## config.mk

```make
export PLATFORM = sky130hd
export DESIGN_NAME = ftdi_input
export DESIGN_NICKNAME = d
export VERILOG_FILES = /design/src/rtl/ftdi_pkg.sv /design/src/rtl/ftdi_rx_level.sv /design/src/rtl/ftdi_input.sv
export SDC_FILE = /design/constraint.sdc
export NUM_CORES = 1
export LEC_CHECK = 0
export CAP_MARGIN = 30
export CORE_ASPECT_RATIO = 0.5
export CORE_MARGIN = 8
export CORE_UTILIZATION = 35
export CTS_CLUSTER_SIZE = 30
export DETAILED_ROUTE_END_ITERATION = 7
export GPL_ROUTABILITY_DRIVEN = 0
export PLACE_DENSITY_LB_ADDON = 0.05
export SYNTH_ARGS = -nofsm -noshare
export SYNTH_HDL_FRONTEND = slang
export SYNTH_SLANG_ARGS = --single-unit
```

## constraint.sdc

```tcl
create_clock -name iClk -period 4.7 [get_ports iClk]
set_input_delay 0.47 -clock iClk [delete_from_list [all_inputs] [get_ports iClk]]
set_output_delay 0.47 -clock iClk [all_outputs]
set_load 0.02 [all_outputs]
```

## src/rtl/ftdi_pkg.sv

```systemverilog
// Shared definitions for the FT2232H synchronous 245 FIFO receive and transmit paths.
package ftdi_pkg;

    // Bus-side FSM states, common to the receive and transmit blocks
    typedef enum logic [2:0] {
        FTDI_IDLE,
        FTDI_REQ,
        FTDI_OE,
        FTDI_READ,
        FTDI_STOP
    } ftdiState_t;

    // Cycles of OE_n low before the first RD_n strobe (bus turnaround)
    localparam int unsigned cTurnaround = 1;

    // Bus-owner encoding used by the top-level arbiter
    typedef enum logic [1:0] {
        BUS_NONE,
        BUS_RX,
        BUS_TX
    } busOwner_t;

endpackage

```

## src/rtl/ftdi_rx_level.sv

```systemverilog
// Receive buffer occupancy and complete-packet counter.
module ftdi_rx_level #(
    parameter int unsigned pDepth     = 16,
    parameter int unsigned pPacketLen = 4
) (
    input  logic                      iClk,
    input  logic                      iRst_n,
    input  logic                      iCapture,
    input  logic                      iPacketWrap,
    input  logic                      iPacketRead,
    output logic [$clog2(pDepth):0]   oLevel,
    output logic                      oPacketAvail,
    output logic                      oFull,
    output logic                      oFillNow
);

    localparam int unsigned cLvlW = $clog2(pDepth) + 1;

    logic [cLvlW-1:0] pktCnt;
    logic [cLvlW-1:0] levelNext;
    logic             relPkt;

    // A release request with no complete packet buffered is ignored
    assign relPkt = iPacketRead && (pktCnt != '0);

    // Next occupancy: one byte in per capture, one packet out per accepted release
    always_comb begin
        levelNext = oLevel;
        if (iCapture) begin
            levelNext = levelNext + cLvlW'(1);
        end
        if (relPkt) begin
            levelNext = levelNext - cLvlW'(pPacketLen);
        end
    end

    assign oFull        = (oLevel == cLvlW'(pDepth));
    assign oFillNow     = iCapture && (levelNext == cLvlW'(pDepth));
    assign oPacketAvail = (pktCnt != '0);

    // Occupancy and packet count registers; completion and release on one edge cancel
    always_ff @(posedge iClk or negedge iRst_n) begin
        if (!iRst_n) begin
            oLevel <= '0;
            pktCnt <= '0;
        end else begin
            oLevel <= levelNext;
            case ({iPacketWrap, relPkt})
                2'b10:   pktCnt <= pktCnt + cLvlW'(1);
                2'b01:   pktCnt <= pktCnt - cLvlW'(1);
                default: pktCnt <= pktCnt;
            endcase
        end
    end

endmodule

```

## src/rtl/ftdi_input.sv

```systemverilog
// Host-to-FPGA receive path: drains the FTDI RX FIFO into a circular RAM buffer.
module ftdi_input
    import ftdi_pkg::*;
#(
    parameter int unsigned pDataWidth = 8,
    parameter int unsigned pDepth     = 16,
    parameter int unsigned pPacketLen = 4
) (
    input  logic                        iClk,
    input  logic                        iRst_n,
    input  logic [pDataWidth-1:0]       iFifoData,
    input  logic                        iRxF_n,
    output logic                        oRd_n,
    output logic                        oOe_n,
    output logic                        oBusReq,
    input  logic                        iBusGnt,
    output logic                        oRamWrEn,
    output logic [$clog2(pDepth)-1:0]   oRamWrAddr,
    output logic [pDataWidth-1:0]       oRamWrData,
    output logic                        oPacketAvail,
    input  logic                        iPacketRead,
    output logic [$clog2(pDepth):0]     oLevel
);

    localparam int unsigned cAddrW = $clog2(pDepth);
    localparam int unsigned cByteW = (pPacketLen > 1) ? $clog2(pPacketLen) : 1;

    ftdiState_t        state;
    logic              rxfQ;
    logic [1:0]        taCnt;
    logic [cAddrW-1:0] wrPtr;
    logic [cByteW-1:0] byteCnt;
    logic              capture;
    logic              pktWrap;
    logic              full;
    logic              fillNow;

    assign capture = (state == FTDI_READ) && !iRxF_n && !oRd_n;
    assign pktWrap = capture && (byteCnt == cByteW'(pPacketLen - 1));

    // Registered RX-FIFO flag used to start a burst; READ watches the raw pin
    always_ff @(posedge iClk or negedge iRst_n) begin
        if (!iRst_n) begin
            rxfQ <= 1'b1;
        end else begin
            rxfQ <= iRxF_n;
        end
    end

    // Bus FSM with registered FTDI strobes and bus request
    always_ff @(posedge iClk or negedge iRst_n) begin
        if (!iRst_n) begin
            state   <= FTDI_IDLE;
            oBusReq <= 1'b0;
            oOe_n   <= 1'b1;
            oRd_n   <= 1'b1;
            taCnt   <= '0;
        end else begin
            case (state)
                FTDI_IDLE: begin
                    if (!rxfQ && !full) begin
                        state   <= FTDI_REQ;
                        oBusReq <= 1'b1;
                    end
                end
                FTDI_REQ: begin
                    if (iBusGnt) begin
                        state <= FTDI_OE;
                        oOe_n <= 1'b0;
                        taCnt <= '0;
                    end
                end
                FTDI_OE: begin
                    if (taCnt == 2'(cTurnaround - 1)) begin
                        state <= FTDI_READ;
                        oRd_n <= 1'b0;
                    end else begin
                        taCnt <= taCnt + 2'd1;
                    end
                end
                FTDI_READ: begin
                    if (iRxF_n || fillNow) begin
                        state <= FTDI_STOP;
                        oRd_n <= 1'b1;
                        oOe_n <= 1'b1;
                    end
                end
                default: begin
                    state   <= FTDI_IDLE;
                    oBusReq <= 1'b0;
                end
            endcase
        end
    end

    // Write pointer and byte-in-packet counter advance once per captured byte
    always_ff @(posedge iClk or negedge iRst_n) begin
        if (!iRst_n) begin
            wrPtr   <= '0;
            byteCnt <= '0;
        end else if (capture) begin
            wrPtr   <= (wrPtr == cAddrW'(pDepth - 1)) ? '0 : wrPtr + cAddrW'(1);
            byteCnt <= pktWrap ? '0 : byteCnt + cByteW'(1);
        end
    end

    // Registered RAM write port, valid the cycle after the capture edge
    always_ff @(posedge iClk or negedge iRst_n) begin
        if (!iRst_n) begin
            oRamWrEn   <= 1'b0;
            oRamWrAddr <= '0;
            oRamWrData <= '0;
        end else begin
            oRamWrEn <= capture;
            if (capture) begin
                oRamWrAddr <= wrPtr;
                oRamWrData <= iFifoData;
            end
        end
    end

    ftdi_rx_level #(
        .pDepth     (pDepth),
        .pPacketLen (pPacketLen)
    ) uLevel (
        .iClk         (iClk),
        .iRst_n       (iRst_n),
        .iCapture     (capture),
        .iPacketWrap  (pktWrap),
        .iPacketRead  (iPacketRead),
        .oLevel       (oLevel),
        .oPacketAvail (oPacketAvail),
        .oFull        (full),
        .oFillNow     (fillNow)
    );

endmodule

```

==> reports/results.ini <==
[floorplanning]
dieArea_sq_um = 8270
rows = 19
fp.dieH_microns = 68.4
initial_core_util_pct = 35.7
pin_count = 35
coreArea_sq_um = 5400
dieWidth_microns = 121

[placement]
hpwl_microns = 2840
portBuffers = 34
dp_cells = 275

[clock_network]
clkTransAtPathRegs_ns = 0.07
cts_buffer_depth = 2
postCtsHoldBufs = 0
cts_resized = 0
cts_sinks = 38
cts_root_buffer = clkbuf_8
cts_buffers = 5
post_cts_buffers = 0
insertion_delay_ns = 0.28
cts_tree = done
h-tree-depth = 2

[critical_path]
slowest_stage = nor2_2
worstSetupPathType = input port to flip-flop
cp_common_cell = ha_1
cp.arrival_ns = 3.47
path_cells = clkdlybuf4s50_1 -> nand4bb_1 -> nor2_2 -> nand2_1 -> ha_1 -> ha_1 -> nor2b_1 -> o21ai_0 -> a21oi_1 -> nor3_1 -> xor2_1
crit_fanout = 11
cp-start-kind = input port
required_ns = 4.91
endpoint_kind = flip-flop
r2r_slack_ns = 1.59
cp_slowest_stage_delay_ns = 0.56

[power_and_ir_drop]
power.leakage_nw = 1.06
p_clk_share_pct = 14.3
intPower_mw = 0.987
p_sw_mw = 0.618
power_density_nw_per_um2 = 664
peakVddDrop_v = 0.000299
swShare_pct = 38.5
seq_power_share_pct = 38.1
comb_power_share_pct = 47.6

[timing]
fmax_mhz = 306
hold_viol = 0
finClkSkew_ns = 0.00516
drv_slew = 0
setup_violations = 0
slew_headroom_pct = 43.6
finalCritPeriodShare_pct = 69.4
rsz0062_at_grt = no
tightest_slew_ns = 0.847
finalSetupTns_ns = 0
min_period_ns = 3.26

[drt]
drcViolationCount = 0
ant_nets = 0
drtIter0Drc = 54
viasPerCell = 4.75
drtPass1Iterations = 4
wl_per_cell_microns = 13.5
totalWireLength_microns = 3830
via_count = 1343

[final_layout]
syn_to_final_growth_pct = 25.6
final_core_util_pct = 44.8
register_area_sq_um = 955
multi_input_area_sq_um = 892
num-nets-final = 233
drive_gt1_share_pct = 16.7
final_common_cell = dfrtp_1
final_cell_mix = 35 x dfrtp_1, 33 x clkdlybuf4s50_1, 18 x nand2_1
fillers = 538
final_cells = 283
diodes = 0

[status]
outcome = finished, final reports clean

[global_route]
grt_pass1_wl_microns = 6730
grt_max_degree = 39
overflow = 0
grt_usage_pct = 10.3
antenna_found_initial = 0
grt_pass1_vias = 1444

[yosys]
syn_area_per_cell_sq_um = 11.1
synthesis.area_sq_um = 1920
async_flop_share_pct = 100
synth_nets = 197
synth_edf_count = 0
netlist-cell-type-count = 41
ys_ff_latch = 38
yosysSeqAreaShare_pct = 49.6
ys.flop_type = dfrtp_1
ys_warn_count = 0
synth_cells = 173

[hold_path]
worst_hold_path_type = input port to async pin

[flow_run]
drv_cap = 0

==> Yosys cell counts, types with 2 or more instances <==
library cell	count	share of area, %
a21o_1	2	0.78
a21oi_1	4	1.0
a31oi_1	2	0.65
buf_2	4	1.0
dfrtp_1	35	46
dfstp_2	3	4.1
ha_1	10	6.5
inv_1	12	2.3
mux2_2	16	9.4
nand2_1	18	3.5
nand2b_1	3	0.98
nor2_1	10	2.0
nor3_1	3	0.78
nor4_1	4	1.3
nor4b_1	2	0.91
o21ai_0	11	2.9
or2_2	2	0.65
xnor2_1	6	2.7
xor2_1	4	1.8
==> cell type report <==
class	instances	area share, %
clock buffer	7	3.57
clock inverter	1	0.207
inverter	12	1.86
multi-input combinational	117	36.9
sequential	38	39.5
tap	73	3.78
timing repair buffer	35	14.2
==> power groups by stage <==
stage	Clock [mW]	Sequential (mW)	Combinational, mW
6_report	0.229	0.612	0.764
5_1_grt	0.255	0.640	0.856
4_1_cts	0.240	0.616	0.779
3_5_place_dp	0	0.619	0.777
3_3_place_gp	0	0.620	0.773
2_1_floorplan	0	0.678	0.426
==> worst paths after layout <==
check / startpoint / to / cells after the start
hold reg to reg: oOe_n$_DFFE_PN1P_ / oOe_n$_DFFE_PN1P_ / 2
max in group asynchronous: iRst_n / state[2]$_DFFE_PN0P_ / 1
setup reg to reg: state[2]$_DFFE_PN0P_ / uLevel.pktCnt[4]$_DFFE_PN0P_ / 10
hold / removal: iRst_n / uLevel.pktCnt[2]$_DFFE_PN0P_ / 1
min in group iClk: oOe_n$_DFFE_PN1P_ / oOe_n$_DFFE_PN1P_ / 2
setup / recovery: iRxF_n / uLevel.pktCnt[4]$_DFFE_PN0P_ / 11
==> state kept, by name, summed over array words and instances (netlist names), 2 cells and up <==
name	count
byteCnt	2
taCnt	2
uLevel.pktCnt	5
uLevel.oLevel	5
oRamWrData	8
wrPtr	4
state	3
oRamWrAddr	4
==> critical path: cells and delay by family <==
| family | cells | cell delay [ns] |
|---|---|---|
| buffers and inverters | 1 | 0.44 |
| xor gates and xnor gates | 1 | 0.15 |
| and+or+nand+nor | 5 | 1.50 |
| adders and majority gates | 2 | 0.58 |
| AOI/OAI and AO/OA | 2 | 0.33 |
==> cells by family after synthesis <==
family / Yosys count / synth area share [%]
AOI/OAI and AO/OA: 28 / 9.36
xor gates and xnor gates: 11 / 5.72
adders and majority gates: 11 / 7.54
buffers and inverters: 18 / 4.16
DFF: 38 / 49.6
muxes: 17 / 9.88
and+or+nand+nor: 50 / 13.7
==> per-stage QoR <==
step | hold slack [ns] | setup WS, ns | power, mW | area (sq um)
2_1_floorplan | 0.174 | 2.01 | 1.10 | 1920
3_3_place_gp | 0.489 | 1.24 | 1.39 | 2330
3_5_place_dp | 0.490 | 1.13 | 1.40 | 2330
4_1_cts | 0.337 | 1.42 | 1.63 | 2420
5_1_grt | 0.363 | 1.10 | 1.75 | 2420
6_report | 0.281 | 1.44 | 1.61 | 2420
==> metal layers <==
| layer | wire, microns | up-vias | share of wire, % | global-route usage [%] |
|---|---|---|---|---|
| met5 | 0 | - | 0 | 0 |
| met4 | 19 | 0 | 0.50 | 2.31 |
| met3 | 215 | 2 | 5.6 | 4.61 |
| li1 | - | 669 | - | - |
| met1 | 1930 | 650 | 50 | 12.6 |
| met2 | 1670 | 22 | 44 | 16.4 |
(Power assumes the default switching activity.)
